File: src/rtl/rtc_core.sv
// RTC timekeeping core: programmable prescaler -> 1 s tick -> 32-bit seconds counter,
// alarm compare, overflow flag and write-lockout FSM. Option macro: RTC_ALRM_AUTOCLR_EN.
module rtc_core #(
  parameter int                    PSCR_WIDTH = 20,
  parameter int                    CNT_WIDTH  = 32,
  parameter logic [PSCR_WIDTH-1:0] PSCR_RST   = 'h7FFF
) (
  input  logic                  rtc_clk_i,
  input  logic                  rtc_rst_i,
  input  logic                  en_i,
  input  logic                  cmf_i,
  input  logic                  pscr_wr_i,
  input  logic [PSCR_WIDTH-1:0] pscr_i,
  input  logic                  cnt_wr_i,
  input  logic [CNT_WIDTH-1:0]  cnt_i,
  input  logic [CNT_WIDTH-1:0]  alrm_i,
  output logic [CNT_WIDTH-1:0]  cnt_o,
  output logic                  sec_o,
  output logic                  alrm_o,
  output logic                  ovf_o,
  output logic                  lwoff_o
);

  typedef enum logic {LW_IDLE = 1'b0, LW_BUSY = 1'b1} lw_state_e;

  localparam logic [PSCR_WIDTH-1:0] PSCR_MIN = PSCR_WIDTH'(2);

  lw_state_e             lw_state_q, lw_state_d;
  logic [1:0]            lw_cnt_q, lw_cnt_d;
  logic [PSCR_WIDTH-1:0] pscr_q, pscr_d;
  logic [PSCR_WIDTH-1:0] div_q, div_d;
  logic [CNT_WIDTH-1:0]  cnt_q, cnt_d;
  logic                  sec_q, sec_d;
  logic                  alrm_q, alrm_d;
  logic                  ovf_q, ovf_d;

  logic                  run;
  logic                  tick;
  logic                  wr_ok;
  logic                  wrap;
  logic [PSCR_WIDTH-1:0] pscr_wr_val;
  logic [CNT_WIDTH-1:0]  cnt_tick_val;

  assign run         = en_i & ~cmf_i;
  assign tick        = run & (div_q == '0);
  assign wr_ok       = cmf_i & (lw_state_q == LW_IDLE);
  assign wrap        = (cnt_q == '1);
  assign pscr_wr_val = (pscr_i < PSCR_MIN) ? PSCR_MIN : pscr_i;

`ifdef RTC_ALRM_AUTOCLR_EN
  // Reload to 0 after the alarm second; at alrm_i=='1 this coincides with natural wrap.
  assign cnt_tick_val = (cnt_q == alrm_i) ? '0 : cnt_q + CNT_WIDTH'(1);
`else
  assign cnt_tick_val = cnt_q + CNT_WIDTH'(1);
`endif

  always_comb begin
    pscr_d = pscr_q;
    div_d  = div_q;
    cnt_d  = cnt_q;
    sec_d  = tick;
    alrm_d = tick & (cnt_tick_val == alrm_i);
    ovf_d  = tick & wrap;
    if (run) begin
      div_d = tick ? pscr_q : div_q - PSCR_WIDTH'(1);
    end
    if (tick) begin
      cnt_d = cnt_tick_val;
    end
    // Writes only land while cmf_i freezes counting, so they never race a tick.
    if (wr_ok && pscr_wr_i) begin
      pscr_d = pscr_wr_val;
      div_d  = pscr_wr_val;
    end
    if (wr_ok && cnt_wr_i) begin
      cnt_d = cnt_i;
    end
  end

  always_comb begin
    lw_state_d = lw_state_q;
    lw_cnt_d   = lw_cnt_q;
    case (lw_state_q)
      LW_IDLE: begin
        if (wr_ok && (pscr_wr_i || cnt_wr_i)) begin
          lw_state_d = LW_BUSY;
          lw_cnt_d   = 2'd2;
        end
      end
      LW_BUSY: begin
        if (lw_cnt_q == 2'd0) begin
          lw_state_d = LW_IDLE;
        end else begin
          lw_cnt_d = lw_cnt_q - 2'd1;
        end
      end
      default: lw_state_d = LW_IDLE;
    endcase
  end

  always_ff @(posedge rtc_clk_i or posedge rtc_rst_i) begin
    if (rtc_rst_i) begin
      lw_state_q <= LW_IDLE;
      lw_cnt_q   <= 2'd0;
      pscr_q     <= PSCR_RST;
      div_q      <= PSCR_RST;
      cnt_q      <= '0;
      sec_q      <= 1'b0;
      alrm_q     <= 1'b0;
      ovf_q      <= 1'b0;
    end else begin
      lw_state_q <= lw_state_d;
      lw_cnt_q   <= lw_cnt_d;
      pscr_q     <= pscr_d;
      div_q      <= div_d;
      cnt_q      <= cnt_d;
      sec_q      <= sec_d;
      alrm_q     <= alrm_d;
      ovf_q      <= ovf_d;
    end
  end

  assign cnt_o   = cnt_q;
  assign sec_o   = sec_q;
  assign alrm_o  = alrm_q;
  assign ovf_o   = ovf_q;
  assign lwoff_o = (lw_state_q == LW_IDLE);

endmodule

File: config.mk
export PLATFORM = sky130hd
export DESIGN_NAME = rtc_core
export DESIGN_NICKNAME = d
export VERILOG_FILES = /design/src/rtl/rtc_core.sv
export SDC_FILE = /design/constraint.sdc
export NUM_CORES = 1
export LEC_CHECK = 0
export ABC_AREA = 1
export CORE_MARGIN = 2
export CORE_UTILIZATION = 56
export DETAILED_ROUTE_END_ITERATION = 8
export HOLD_SLACK_MARGIN = 0.15
export PLACE_DENSITY = 0.88
export SYNTH_ARGS = -nofsm -noshare
export SYNTH_HDL_FRONTEND = slang
export SYNTH_SLANG_ARGS = --single-unit
File: constraint.sdc
create_clock -name rtc_clk_i -period 5.3 [get_ports rtc_clk_i]
set_input_delay 1.06 -clock rtc_clk_i [delete_from_list [all_inputs] [get_ports rtc_clk_i]]
set_output_delay 1.06 -clock rtc_clk_i [all_outputs]
set_load 0.05 [all_outputs]
==> results of run 1 <==
where the power goes:
group          switching (W)  internal, W  total [W]  leakage, nW
clock               0.000225     0.000196   0.000421       0.0877
sequential          0.000320     0.000946    0.00127        0.899
combinational        0.00122     0.000682    0.00190         2.19
total                0.00176      0.00182    0.00358         3.18
cells in the final DEF (no fill, tap or decap), drive strengths merged, types with 5 or more instances in the layout:
cell type / netlist / routed
a21oi: 8 / 8
a31oi: 11 / 11
buf: 6 / 5
clkbuf: 14 / 15
clkdlybuf4s50: 0 / 125
dfrtp: 48 / 48
dfstp: 30 / 30
inv: 95 / 95
nand2: 305 / 305
nand3: 73 / 73
nand3b: 11 / 11
nand4: 17 / 17
nor2: 107 / 107
nor3: 8 / 8
o211ai: 11 / 11
o21ai: 41 / 41
o221ai: 23 / 23
xor2: 11 / 11
registers in the layout, summed over array words and instances, names as in the netlist:
| signal | cells |
|---|---|
| alrm_o | 1 |
| lw_state_q | 1 |
| lw_cnt_q | 2 |
| ovf_o | 1 |
| div_q | 20 |
| pscr_q | 20 |
| sec_o | 1 |
| cnt_o | 32 |
synthesized netlist by cell type (all sizes together) (3+ instances only):
master	count
clkbuf	14
or2	4
nand4	17
dfrtp	48
ha	4
xnor2	4
nand3	73
inv	95
dfstp	30
o21ai	41
a31oi	11
nand2	305
clkinv	3
nor3	8
a21oi	8
nor4	3
buf	6
nor2	107
xor2	11
o211ai	11
nand3b	11
o221ai	23
stage by stage:
step	setup slack (ps)	util	power, W	instances	cell area (um^2)
5_1_grt	1809	0.7320	0.003832	1104	7122
3_5_place_dp	1764	0.7144	0.003140	1088	6950
2_1_floorplan	2295	-	0.002541	845	5582
4_1_cts	2152	0.7320	0.003565	1104	7122
3_3_place_gp	1790	0.7144	0.003101	1088	6950
6_report	2133	0.7320	0.003585	1104	7122
layer usage:
| metal | part of all wire | routed length [um] | track usage | vias to the layer above |
|---|---|---|---|---|
| met3 | 0.075 | 1238 | 0.04909 | 46 |
| met2 | 0.50 | 8317 | 0.5630 | 295 |
| met5 | 0 | 0 | 0 | - |
| met1 | 0.39 | 6483 | 0.3722 | 2816 |
| met4 | 0.028 | 454 | 0.1284 | 0 |
| li1 | - | - | - | 3004 |
critical path: stages:
cell	delay (ps)
clkdlybuf4s50_1	490
nand3_1	80
buf_4	240
nand2_1	690
clkinv_1	500
a211oi_1	320
a21oi_1	70
cell families (layout without fill, tap and decap cells):
family / count (synthesis) / in the layout / share of synthesized area
and+or+nand+nor: 530 / 530 / 0.4071
buffers and inverters: 118 / 244 / 0.08137
AOI/OAI and AO/OA: 98 / 98 / 0.1137
DFF: 78 / 78 / 0.3564
xor gates and xnor gates: 17 / 17 / 0.03250
adders and majority gates: 4 / 4 / 0.008967
layout make-up:
type / instances / area (um^2) / area share
multi-input combinational: 649 / 3138 / 0.4406
sequential: 78 / 1989 / 0.2793
timing repair buffer: 130 / 1289 / 0.1810
inverter: 98 / 367.9 / 0.05165
clock buffer: 15 / 166.4 / 0.02337
tap: 133 / 166.4 / 0.02337
clock inverter: 1 / 5.005 / 0.0007027
worst paths after layout:
path | from | endpoint | slack [ps]
hold reg to reg | pscr_q[3]$_DFFE_PP1P_ | pscr_q[3]$_DFFE_PP1P_ | 480
hold / removal | pscr_q[3]$_DFFE_PP1P_ | pscr_q[3]$_DFFE_PP1P_ | 480
setup / recovery | cmf_i | div_q[4]$_DFFE_PP1P_ | 2130
setup reg to reg | div_q[0]$_DFFE_PP1P_ | cnt_o[20]$_DFFE_PP0P_ | 2700
max in group asynchronous | rtc_rst_i | pscr_q[4]$_DFFE_PP1P_ | 3020
min in group asynchronous | rtc_rst_i | cnt_o[29]$_DFFE_PP0P_ | 1230
==> results.toml, run 1 <==
[die]
floorplan.rows = 36
start_util = 0.5737
fp.dieW_um = 103.8
ioPinCount = 126
core_area_um2 = 9729
die_y_um = 103.8
die-area_um2 = 10780

[critical_path]
r2r_cells = 11
cp_data_required_time_ps = 5590
path_class = "in2reg"
cp-start-kind = "input port"
path_max_fanout = 33
cp.arrival_ps = 3450
end_kind = "flip-flop"

[min_path]
hold_class = "reg2reg"
hold_depth = 2

[route]
ant_nets = 0
drt-wirelength-per-cell_um = 14.94
drc_errors = 0
vias = 6161
dr.pass1.iters = 5
drt_iter0_markers = 373
routed_via_density = 5.581
wl_mm = 16.50

[global_routing]
overflow = 0
grt_max_degree = 47
track_usage = 0.3134
grt_pass1_vias = 5988
grt_pass1_wl_mm = 27.52
antenna_found_initial = 0

[timing]
layout_min_cycle_time_ps = 3167
fin_skew_ps = 14.49
fin_hold_ws_ps = 478.7
hold_violations = 0
worst_pin_slew_ps = 1039
grt_setup_unrepaired = "false"
slew_headroom = 0.3069
finalCritPeriodShare = 0.5975
fin_setup_tns_ps = 0
fmax_mhz = 315.8
drv_slew = 0
setup_violations = 0

[pwr]
p_leak_nw = 3.178
vdd_ir_drop_max_uv = 281.0
power_density_nw_per_um2 = 503.3

[cells_and_area]
nets = 1060
nFillCells = 826
diodes = 0
synthToLayoutAreaGrowth_pct = 27.59
drive_above_1_share = 0.07415

[clock_network]
h-tree-depth = 3
clkLatencyLatePin_ps = 380
hold_buffers = 0
cts_buffers = 9
clkTransAtPathRegs_ps = 70
post_cts_buffers = 0
cts.root.buffer_cell = "clkbuf_8"
cts_buffer_depth = 2
post_cts_resized = 0
cts_tree = "done"
cts_sinks = 78

[synth]
syn-mean-instance-area_um2 = 6.605
syn_nets = 939
synth.largest_area_cell = "dfrtp_1"
synth.distinct_cells = 37
ys.flop_type = "dfrtp_1"
synthesis.area_um2 = 5582
synth_warnings = 0
synthTopCellsByArea = "dfrtp_1, nand2_1, dfstp_2"
synth_enable_flop_cells = 0
syn_inst = 845
synth_top_cell_area_share = 0.2152
ys_seq_area_frac = 0.3564
ys_ff_latch = 78
ys_async_sr_fraction = 1.000

[place]
numPortBuffers = 125
dp_hpwl_mm = 12.26
place.gp.congestion = 0.9667

[run_status]
status = "complete, no violations"

[run]
drv_cap = 0
(Power assumes the default switching activity.)
==> run 2: changes to the inputs <==
Settings changed: CORE_UTILIZATION 56 to 52, PLACE_DENSITY 0.88 to 0.82.
Clock period 5.3 ns to 3.3 ns, I/O delays scaled along.
==> run 2 against run 1 <==
Utilization decreased by 3.5 points. Worst hold slack improved by 0.59 ps. Non-clock buffer count increased by 4. Count of clock-buffer cells in the layout did not move. Combinational power rose by 62%. Critical path depth up 6. Clock power increased by 84%. Via count fell by 2.2%. Sequential cell count unchanged. Register-to-register slack worse by 1800 ps. Die area rose by 7.4%. Routed wire length fell by 0.61%. Critical endpoint is now alrm_o$_DFF_PP0_. Largest cell class unchanged.
==> results.toml, run 2 (synthesized netlist as in run 1, its figures left out) <==
[clock_network]
clkTransAtPathRegs_ps = 90
post_cts_buffers = 0
cts_buffer_depth = 2
cts_buffers = 9
clkLatencyLatePin_ps = 360
post_cts_resized = 0
h-tree-depth = 3
cts.root.buffer_cell = "clkbuf_8"
cts_sinks = 78
hold_buffers = 0
cts_tree = "done"

[cells_and_area]
drive_above_1_share = 0.08000
layout_commonest_cell = "nand2_1"
nets = 1064
synthToLayoutAreaGrowth_pct = 29.50
multi_input_area_um2 = 3138
largest_reg_flops = 32
seqCellArea_um2 = 1989
diodes = 0
nFillCells = 905
utilization = 0.6970
layout_common_cells = "nand2_1, clkdlybuf4s50_1, nor2_1, inv_1, nand3_1"

[global_routing]
overflow = 0
track_usage = 0.2996
antenna_found_initial = 0
grt_pass1_wl_mm = 27.20
grt_max_degree = 45
grt_pass1_vias = 5801

[pwr]
cellInternalPower_w = 0.003040
p_sw_w = 0.002836
p_comb_frac = 0.523
p_sw_frac = 0.4827
pwr-share-clk = 0.132
vdd_ir_drop_max_uv = 532.7
p_leak_nw = 3.228
power_density_nw_per_um2 = 812.9
power_frac_seq = 0.345

[critical_path]
path_class = "reg2reg"
path_max_fanout = 11
cp_data_required_time_ps = 3600
end_kind = "flip-flop"
cp-start-kind = "flip-flop"
cp.arrival_ps = 2700

[timing]
hold_violations = 0
fmax_mhz = 416.4
fin_setup_tns_ps = 0
finalCritPeriodShare = 0.7277
fin_skew_ps = 9.455
slew_headroom = 0.5861
grt_setup_unrepaired = "false"
layout_min_cycle_time_ps = 2401
fin_hold_ws_ps = 479.3
setup_violations = 0
drv_slew = 0
worst_pin_slew_ps = 619.3

[place]
dp_hpwl_mm = 12.38
numPortBuffers = 125
place.gp.congestion = 0.9427

[route]
vias = 6027
drc_errors = 0
drt_iter0_markers = 340
routed_via_density = 5.425
dr.pass1.iters = 5
wl_mm = 16.39
ant_nets = 0
drt-wirelength-per-cell_um = 14.76

[die]
start_util = 0.5382
die_y_um = 107.6
fp.dieW_um = 107.6
ioPinCount = 126
core_area_um2 = 10370
floorplan.rows = 37
die-area_um2 = 11580

[min_path]
hold_class = "reg2reg"

[run_status]
status = "complete, no violations"

[run]
drv_cap = 0
-- run 2: metal layers --
metal | global-route usage | up-vias | part of all wire
met5 | 0 | - | 0
met4 | 0.1099 | 0 | 0.024
met3 | 0.05508 | 36 | 0.072
met2 | 0.5292 | 244 | 0.51
met1 | 0.3628 | 2735 | 0.40
li1 | - | 3012 | -
-- run 2: path summary, 6_finish.rpt --
check                                  startpoint                     end  slack [ps]  depth (start not counted)
hold / removal             pscr_q[18]$_DFFE_PP0P_  pscr_q[18]$_DFFE_PP0P_         480                          2
max in group asynchronous               rtc_rst_i   pscr_q[5]$_DFFE_PP1P_        1910                          3
setup reg to reg             cnt_o[1]$_DFFE_PP0P_        alrm_o$_DFF_PP0_         900                         13
min in group asynchronous               rtc_rst_i   div_q[15]$_DFFE_PP0P_         670                          2
setup / recovery             cnt_o[1]$_DFFE_PP0P_        alrm_o$_DFF_PP0_         900                         13
hold reg to reg            pscr_q[18]$_DFFE_PP0P_  pscr_q[18]$_DFFE_PP0P_         480                          2
-- run 2: power by group through the flow --
stage	sequential, W	combinational [W]	clock [W]
after floorplan	0.00255	0.00153	0
after global placement	0.00202	0.00300	0
after detailed placement	0.00202	0.00306	0
final	0.00203	0.00307	0.000774
after global routing	0.00208	0.00340	0.000827
after CTS	0.00201	0.00307	0.000789
-- run 2: final cells by class --
type                       instances  share of cell area
inverter                          98             0.05106
sequential                        78              0.2752
tap                              136             0.02354
clock inverter                     1            0.001212
multi-input combinational        649              0.4341
timing repair buffer             134              0.1859
clock buffer                      15             0.02891
-- run 2: worst max-delay path, stage by stage (launching register included) --
cell     delay, ps
dfrtp_1        470
ha_1           280
nand2_1        130
nor2_2         390
nand3_1        230
nand2_1        130
nand2_1         80
nand2_1         60
nand3_1         60
nor2_1         170
nand2_1        100
nor2_2          80
nand3_1         70
nor2_1          80
-- run 2: metrics by stage --
step                      total power (W)  setup WS (ps)  instance area [um^2]  cells
after detailed placement         0.005076          529.8                  7010   1095
after global routing             0.006302          663.7                  7228   1111
after global placement           0.005019          619.0                  7010   1095
after CTS                        0.005866          902.9                  7228   1111
after floorplan                  0.004081          694.6                  5582    845
final                            0.005876          898.6                  7228   1111
